**src/rtl/mux_rr_arbiter.sv**
```systemverilog
// Round-robin arbiter that grants one requester at a time and forwards its data word.
// A grant lasts until the owner drops req, pulses done, or reaches MAX_HOLD cycles.
module mux_rr_arbiter #(
    parameter int N_REQ    = 4,
    parameter int W_DATA   = 8,
    parameter int MAX_HOLD = 8
) (
    input  logic                     clk,
    input  logic                     rst,
    input  logic [N_REQ-1:0]         req,
    input  logic [N_REQ-1:0]         done,
    input  logic [N_REQ*W_DATA-1:0]  data_in,
    output logic [N_REQ-1:0]         gnt,
    output logic [$clog2(N_REQ)-1:0] sel,
    output logic [W_DATA-1:0]        data_out,
    output logic                     valid_out
);

    localparam int SEL_W = $clog2(N_REQ);
    localparam int CNT_W = $clog2(MAX_HOLD + 1);

    typedef enum logic {
        IDLE = 1'b0,
        BUSY = 1'b1
    } state_t;

    state_t              state_q, state_d;
    logic [N_REQ-1:0]    gnt_q, gnt_d;
    logic [SEL_W-1:0]    sel_q, sel_d;
    logic [SEL_W-1:0]    last_owner_q, last_owner_d;
    logic [CNT_W-1:0]    hold_cnt_q, hold_cnt_d;
    logic [W_DATA-1:0]   data_out_q, data_out_d;
    logic                valid_out_q, valid_out_d;

    logic [W_DATA-1:0]   words [N_REQ];
    logic [N_REQ-1:0]    req_rot;
    logic [SEL_W-1:0]    win_idx;
    logic                release_now;

    always_comb begin
        for (int i = 0; i < N_REQ; i++) begin
            words[i] = data_in[i*W_DATA +: W_DATA];
        end
    end

    // Rotate req so bit 0 is the requester just after last_owner; lowest set bit wins.
    always_comb begin
        req_rot = N_REQ'({req, req} >> (int'(last_owner_q) + 1));
        win_idx = last_owner_q;
        for (int k = N_REQ - 1; k >= 0; k--) begin
            if (req_rot[k]) begin
                win_idx = SEL_W'((int'(last_owner_q) + 1 + k) % N_REQ);
            end
        end
    end

    assign release_now = !req[sel_q] || done[sel_q] ||
                         (hold_cnt_q == CNT_W'(MAX_HOLD));

    always_comb begin
        state_d      = state_q;
        gnt_d        = gnt_q;
        sel_d        = sel_q;
        last_owner_d = last_owner_q;
        hold_cnt_d   = hold_cnt_q;
        data_out_d   = data_out_q;
        valid_out_d  = valid_out_q;
        case (state_q)
            IDLE: begin
                gnt_d       = '0;
                valid_out_d = 1'b0;
                if (|req) begin
                    state_d      = BUSY;
                    gnt_d        = N_REQ'(1) << win_idx;
                    sel_d        = win_idx;
                    last_owner_d = win_idx;
                    hold_cnt_d   = CNT_W'(1);
                    data_out_d   = words[win_idx];
                    valid_out_d  = 1'b1;
                end
            end
            BUSY: begin
                // Any release goes through IDLE so there is always a one-cycle gap.
                if (release_now) begin
                    state_d     = IDLE;
                    gnt_d       = '0;
                    valid_out_d = 1'b0;
                end else begin
                    data_out_d  = words[sel_q];
                    valid_out_d = 1'b1;
                    if (hold_cnt_q != CNT_W'(MAX_HOLD)) begin
                        hold_cnt_d = hold_cnt_q + CNT_W'(1);
                    end
                end
            end
        endcase
    end

    always_ff @(posedge clk or negedge rst) begin
        if (!rst) begin
            state_q      <= IDLE;
            gnt_q        <= '0;
            sel_q        <= '0;
            last_owner_q <= SEL_W'(N_REQ - 1);
            hold_cnt_q   <= '0;
            data_out_q   <= '0;
            valid_out_q  <= 1'b0;
        end else begin
            state_q      <= state_d;
            gnt_q        <= gnt_d;
            sel_q        <= sel_d;
            last_owner_q <= last_owner_d;
            hold_cnt_q   <= hold_cnt_d;
            data_out_q   <= data_out_d;
            valid_out_q  <= valid_out_d;
        end
    end

    assign gnt       = gnt_q;
    assign sel       = sel_q;
    assign data_out  = data_out_q;
    assign valid_out = valid_out_q;

endmodule

```
**config.mk**
```make
export PLATFORM = sky130hd
export DESIGN_NAME = mux_rr_arbiter
export DESIGN_NICKNAME = d
export VERILOG_FILES = /design/src/rtl/mux_rr_arbiter.sv
export SDC_FILE = /design/constraint.sdc
export NUM_CORES = 1
export LEC_CHECK = 0
export CAP_MARGIN = 20
export CORE_MARGIN = 3
export CORE_UTILIZATION = 30
export CTS_CLUSTER_SIZE = 14
export DETAILED_ROUTE_END_ITERATION = 10
export RECOVER_POWER = 100
export SLEW_MARGIN = 20
export SYNTH_ARGS = -nofsm -noshare
export SYNTH_HDL_FRONTEND = slang
export SYNTH_SLANG_ARGS = --single-unit
export TNS_END_PERCENT = 30
```
**constraint.sdc**
```tcl
create_clock -name clk -period 2.89 [get_ports clk]
set_input_delay 0.578 -clock clk [delete_from_list [all_inputs] [get_ports clk]]
set_output_delay 0.578 -clock clk [all_outputs]
set_load 0.02 [all_outputs]
```
==> results of run 1 <==
==> per-layer routing <==
metal / wire length (um) / GRT usage / vias to the layer above
li1: - / - / 708
met1: 2080 / 0.193 / 685
met2: 2250 / 0.255 / 51
met3: 295 / 0.0372 / 2
met4: 23 / 0.0490 / 0
met5: 0 / 0 / -
==> critical path: stages <==
cell and delay, ps:
dlygate4sd3_1 630, mux2i_1 270, o21ai_4 140, clkbuf_2 240, o21a_1 210, a2111oi_0 400
o41ai_1 140
==> power breakdown <==
group | total [mW] | internal [mW] | switching, mW
clock | 0.203 | 0.0963 | 0.106
combinational | 1.34 | 0.625 | 0.720
sequential | 0.605 | 0.440 | 0.164
==> worst paths after layout <==
| check | end | cells after the start |
|---|---|---|
| min in group asynchronous | hold_cnt_q[2] | 2 |
| worst min register to register | data_out[0] | 2 |
| worst min-delay path | data_out[0] | 2 |
| max in group asynchronous | data_out[0] | 2 |
| worst max-delay path | data_out[2] | 7 |
| worst max register to register | data_out[2] | 6 |
==> cells by family after synthesis <==
logic type	share of synthesized area
multiplexers	0.146
adder cells (fa/ha/maj)	0.0153
buffers and inverters	0.0598
XOR/XNOR	0.0161
AO/OA/AOI/OAI	0.321
flip-flops	0.324
AND/OR/NAND/NOR	0.118
==> state kept, by name, indices dropped and copies added, names as in the netlist <==
signal	cells
hold_cnt_q	4
last_owner_q	2
data_out	8
sel	2
valid_out	1
gnt	4
==> layout make-up <==
type	instances	area, um^2
fill	500	2910
clock inverter	1	5.00
inverter	6	22.5
tap	70	87.6
clock buffer	3	41.3
sequential	21	528
timing repair buffer	63	601
multi-input combinational	115	980
==> per-stage QoR <==
stage	worst slack, ps	hold WS [ps]
5_1_grt	252	500
3_3_place_gp	322	464
6_report	431	480
4_1_cts	525	488
2_1_floorplan	990	282
3_5_place_dp	297	468
==> cell usage in the layout (no fill, tap or decap), drive strengths merged, types with 2 or more instances in the layout <==
cell type	count
nand3	2
nand2b	3
mux4	9
nor2	12
ha	2
xnor2	2
dfrtp	19
or2	2
dlygate4sd3	17
o41ai	7
nand2	13
buf	3
a32o	2
inv	6
a211oi	9
a21oi	3
o21a	18
clkbuf	7
o21ai	6
clkdlybuf4s50	39
o31ai	2
dfstp	2
nor2b	4
mux2	2
a2111oi	8
==> flow_summary.yaml, run 1 <==
cts:
  clockBufferDepth: 2
  postCtsHoldBufs: 0
  cts_setup_buffers: 0
  root_buffer: "clkbuf_8"
  clk_latency_ps: 260
  clkTransAtPathRegs_ps: 80
  cts_resized: 0
  tritoncts: "built"
  cts_max_level: 1
  cts_made_buffers: 3
  cts_sinks: 21
place:
  place_area_um2: 2260
  port_buffers: 56
  hpwlAfterDp_um: 3360
  placed_cells: 275
  gp_congestion: 0.750
synthesis:
  synth_top_area_share: 0.291
  syn-num-nets: 197
  netlist_top_cells_count: "19 x dfrtp_1, 18 x o21a_1, 13 x nand2_1, 11 x nor2_1, 9 x mux4_2"
  synth_cell_types: 44
  ys_warn_count: 0
  synthesis.area_um2: 1630
  synth_top_area_cell: "dfrtp_1"
  avgSynthCellArea_um2: 10.7
  ys_top_cells_by_area: "dfrtp_1 29%, mux4_2 12%, o21a_1 8.3%"
  yosysMostFrequentCell: "dfrtp_1"
  synth_edf_count: 0
  syn_inst: 153
  ys_ff_latch: 21
  synth_seq_area_share: 0.324
  synth-async-reset-ratio: 1.00
  synthFlopType: "dfrtp_1"
sta:
  finalMaxSlewViolations: 0
  rsz0062_at_grt: "false"
  tns_ps: 0
  worst_pin_slew_ps: 1230
  hold_viol: 0
  slew_headroom: 0.177
  period_share: 0.851
  fmax_ghz: 0.407
  setup_violations: 0
  fin_crit_ps: 2460
  skew_ps: 3.80
grt:
  grt_antenna_before_repair: 0
  grt.overflow.total: 0
  grt_use_total: 0.152
  grt_pass1_wl_um: 7420
  grt_max_degree: 22
  grt_pass1_vias: 1460
worst_setup_path:
  cp.required_ps: 3030
  arrival_ps: 2600
  path_class: "primary input to register"
  critPathLaunchType: "primary input"
  r2r_start: "last_owner_q[1]"
  critPathLaunch: "req[3]"
  cp_max_fo: 11
  reg2reg_slack_ps: 720
  critPathCaptureType: "register"
floorplan:
  initial_core_util: 0.315
  fp.dieArea_um2: 6360
  die_x_um: 79.7
  core_area_um2: 5170
  row_count: 26
  die_y_um: 79.7
  top_level_ports: 57
cells_and_area:
  drive_gt1_frac: 0.158
  instances_no_fill: 279
  nets: 254
  syn_to_final_growth_pct: 38.8
  fin_util: 0.438
  diodes: 0
  fin_area_um2: 2260
flow_run:
  maxCapViolations: 0
drt:
  vias_per_cell: 5.18
  wl_per_cell_um: 16.7
  wl_um: 4650
  drtPass1Iterations: 4
  post-route-drc-count: 0
  vias: 1446
  drtIter0Drc: 78
  ant_nets: 0
worst_hold_path:
  min_from: "data_out[0]"
  hold_path.class: "register to register"
power_and_ir_drop:
  leakage_nw: 0.839
  finalPower_mw: 2.15
  irDropWorstVdd_uv: 458
  pwr_density_cell_nw_per_um2: 950
run_status:
  outcome: "finished, final reports clean"
Power figures use the tool's default switching activity.
==> run 2: changes to the inputs <==
--- a/config.mk
+++ b/config.mk
@@ -6,10 +6,13 @@
 export NUM_CORES = 1
 export LEC_CHECK = 0
 export CAP_MARGIN = 20
+export CELL_PAD_IN_SITES_DETAIL_PLACEMENT = 1
+export CELL_PAD_IN_SITES_GLOBAL_PLACEMENT = 1
 export CORE_MARGIN = 3
 export CORE_UTILIZATION = 30
 export CTS_CLUSTER_SIZE = 14
 export DETAILED_ROUTE_END_ITERATION = 10
+export PLACE_DENSITY_LB_ADDON = 0.1
 export RECOVER_POWER = 100
 export SLEW_MARGIN = 20
 export SYNTH_ARGS = -nofsm -noshare
==> run 2 against run 1 <==
  * Flip-flop and latch count did not move
  * Register-to-register slack got worse by 250 ps
  * Sequential power rose by 6.0%
  * Sequential share of layout area fell by 0.20 points
  * Combinational power barely moved
  * Worst setup slack improved by 22 ps
  * Non-clock buffer count fell by 1
  * Utilization rose by 0.39 points
  * Global-route usage rose by 2.1 points
  * Routed wire length rose by 11%
  * Critical path depth did not move
  * Critical path type unchanged
  * Largest power group unchanged
==> flow_summary.yaml, run 2 (synthesis gave the netlist of run 1 again) <==
drt:
  drtIter0Drc: 61
  wl_per_cell_um: 18.6
  ant_nets: 0
  vias_per_cell: 5.43
  drtPass1Iterations: 4
  wl_um: 5160
  vias: 1509
  post-route-drc-count: 0
power_and_ir_drop:
  clock_power_share: 0.090
  seqPwrFrac: 0.290
  finalPower_mw: 2.21
  irDropWorstVdd_uv: 291
  combPwrFrac: 0.621
  switching_share: 0.466
  pwr_density_cell_nw_per_um2: 968
  p_int_mw: 1.18
  leakage_nw: 0.850
  power.switching_mw: 1.03
grt:
  grt_pass1_wl_um: 8560
  grt_use_total: 0.173
  grt_max_degree: 22
  grt_antenna_before_repair: 0
  grt.overflow.total: 0
  grt_pass1_vias: 1717
cells_and_area:
  multi_input_comb_area_um2: 1000
  regArea_um2: 528
  final_common_cell: "clkdlybuf4s50_1"
  drive_gt1_frac: 0.163
  nets: 253
  diodes: 0
  layout.cells.most_common_list: "39 x clkdlybuf4s50_1, 19 x dfrtp_1, 18 x o21a_1"
  syn_to_final_growth_pct: 40.0
  instances_no_fill: 278
  largest_reg_flops: 8
  fin_area_um2: 2280
  fillers: 573
sta:
  rsz0062_at_grt: "false"
  finalMaxSlewViolations: 0
  fmax_ghz: 0.410
  hold_viol: 0
  fin_crit_ps: 2440
  slew_headroom: 0.217
  setup_violations: 0
  tns_ps: 0
  skew_ps: 5.31
  worst_pin_slew_ps: 1170
  period_share: 0.843
  hold_slack_ps: 477
place:
  gp_congestion: 0.771
  hpwlAfterDp_um: 4020
  port_buffers: 56
  placed_cells: 274
  place_area_um2: 2250
worst_setup_path:
  cp.required_ps: 3020
  reg2reg_depth: 5
  path_class: "primary input to register"
  path_cells: "dlygate4sd3_1 -> mux2i_1 -> o21ai_4 -> buf_4 -> o21a_1 -> a2111oi_0 -> o41ai_1"
  reg2reg_slack_ps: 470
  critPathCaptureType: "register"
  critPathTopFamily: "compound AO/OA/AOI/OAI gates"
  arrival_ps: 2570
  crit_slowest_cell: "dlygate4sd3_1"
  r2r_start: "valid_out"
  r2r-end: "data_out[6]"
  critPathMaxStageDelay_ps: 620
  cp_num_buf_inv: 2
  cp_max_fo: 13
  critPathLaunchType: "primary input"
cts:
  tritoncts: "built"
  cts_sinks: 21
  clk_latency_ps: 260
  cts_setup_buffers: 0
  cts_max_level: 1
  clockBufferDepth: 2
  clkTransAtPathRegs_ps: 80
  cts_made_buffers: 3
  postCtsHoldBufs: 0
  cts_resized: 0
  root_buffer: "clkbuf_8"
worst_hold_path:
  hold_path.class: "register to register"
  whs_path_depth: 2
  min_from: "gnt[1]"
  hold-path-endpoint: "gnt[1]"
floorplan:
  top_level_ports: 57
  die_y_um: 79.7
  initial_core_util: 0.315
  row_count: 26
  fp.dieArea_um2: 6360
  core_area_um2: 5170
  die_x_um: 79.7
flow_run:
  maxCapViolations: 0
run_status:
  outcome: "finished, final reports clean"
run 2: power by group through the flow:
| stage | sequential [mW] | combinational (mW) | clock [mW] |
|---|---|---|---|
| after global routing | 0.669 | 1.51 | 0.223 |
| after CTS | 0.656 | 1.44 | 0.204 |
| after detailed placement | 0.661 | 1.44 | 0 |
| after floorplan | 0.648 | 0.942 | 0 |
| after global placement | 0.659 | 1.40 | 0 |
| final | 0.641 | 1.37 | 0.199 |
run 2: tightest hold or removal path, cell delays in order, from the launching register on:
cell	delay, ps
dfrtp_1	340
nand2_1	40
o21ai_0	60
run 2: how the worst max path moves through the flow:
stage	startpoint	end	cells after the start
after CTS	req[0]	data_out[0]	6
after floorplan	sel[0]	data_out[6]	6
after detailed placement	req[3]	data_out[0]	6
final	req[1]	data_out[7]	7
after global routing	valid_out	data_out[6]	5
after global placement	req[3]	data_out[0]	6
run 2: area by class of cell:
class                           count  share of cell area
Clock buffer                        3              0.0181
Clock inverter                      1             0.00219
Inverter                            6             0.00986
Multi-Input combinational cell    115               0.439
Sequential cell                    21               0.231
Tap cell                           70              0.0383
Timing Repair Buffer               62               0.262
run 2: per-layer routing:
| layer | wire, um | global-route usage | up-vias | part of all wire |
|---|---|---|---|---|
| met1 | 2070 | 0.198 | 760 | 0.40 |
| met5 | 0 | 0 | - | 0 |
| met4 | 48 | 0.0372 | 0 | 0.0093 |
| met3 | 213 | 0.0327 | 6 | 0.041 |
| li1 | - | - | 701 | - |
| met2 | 2840 | 0.331 | 42 | 0.55 |
run 2: metrics by stage:
step / utilization / setup WS (ps)
2_1_floorplan: - / 990
3_3_place_gp: 0.435 / 256
3_5_place_dp: 0.435 / 157
4_1_cts: 0.444 / 440
5_1_grt: 0.442 / 175
6_report: 0.442 / 452
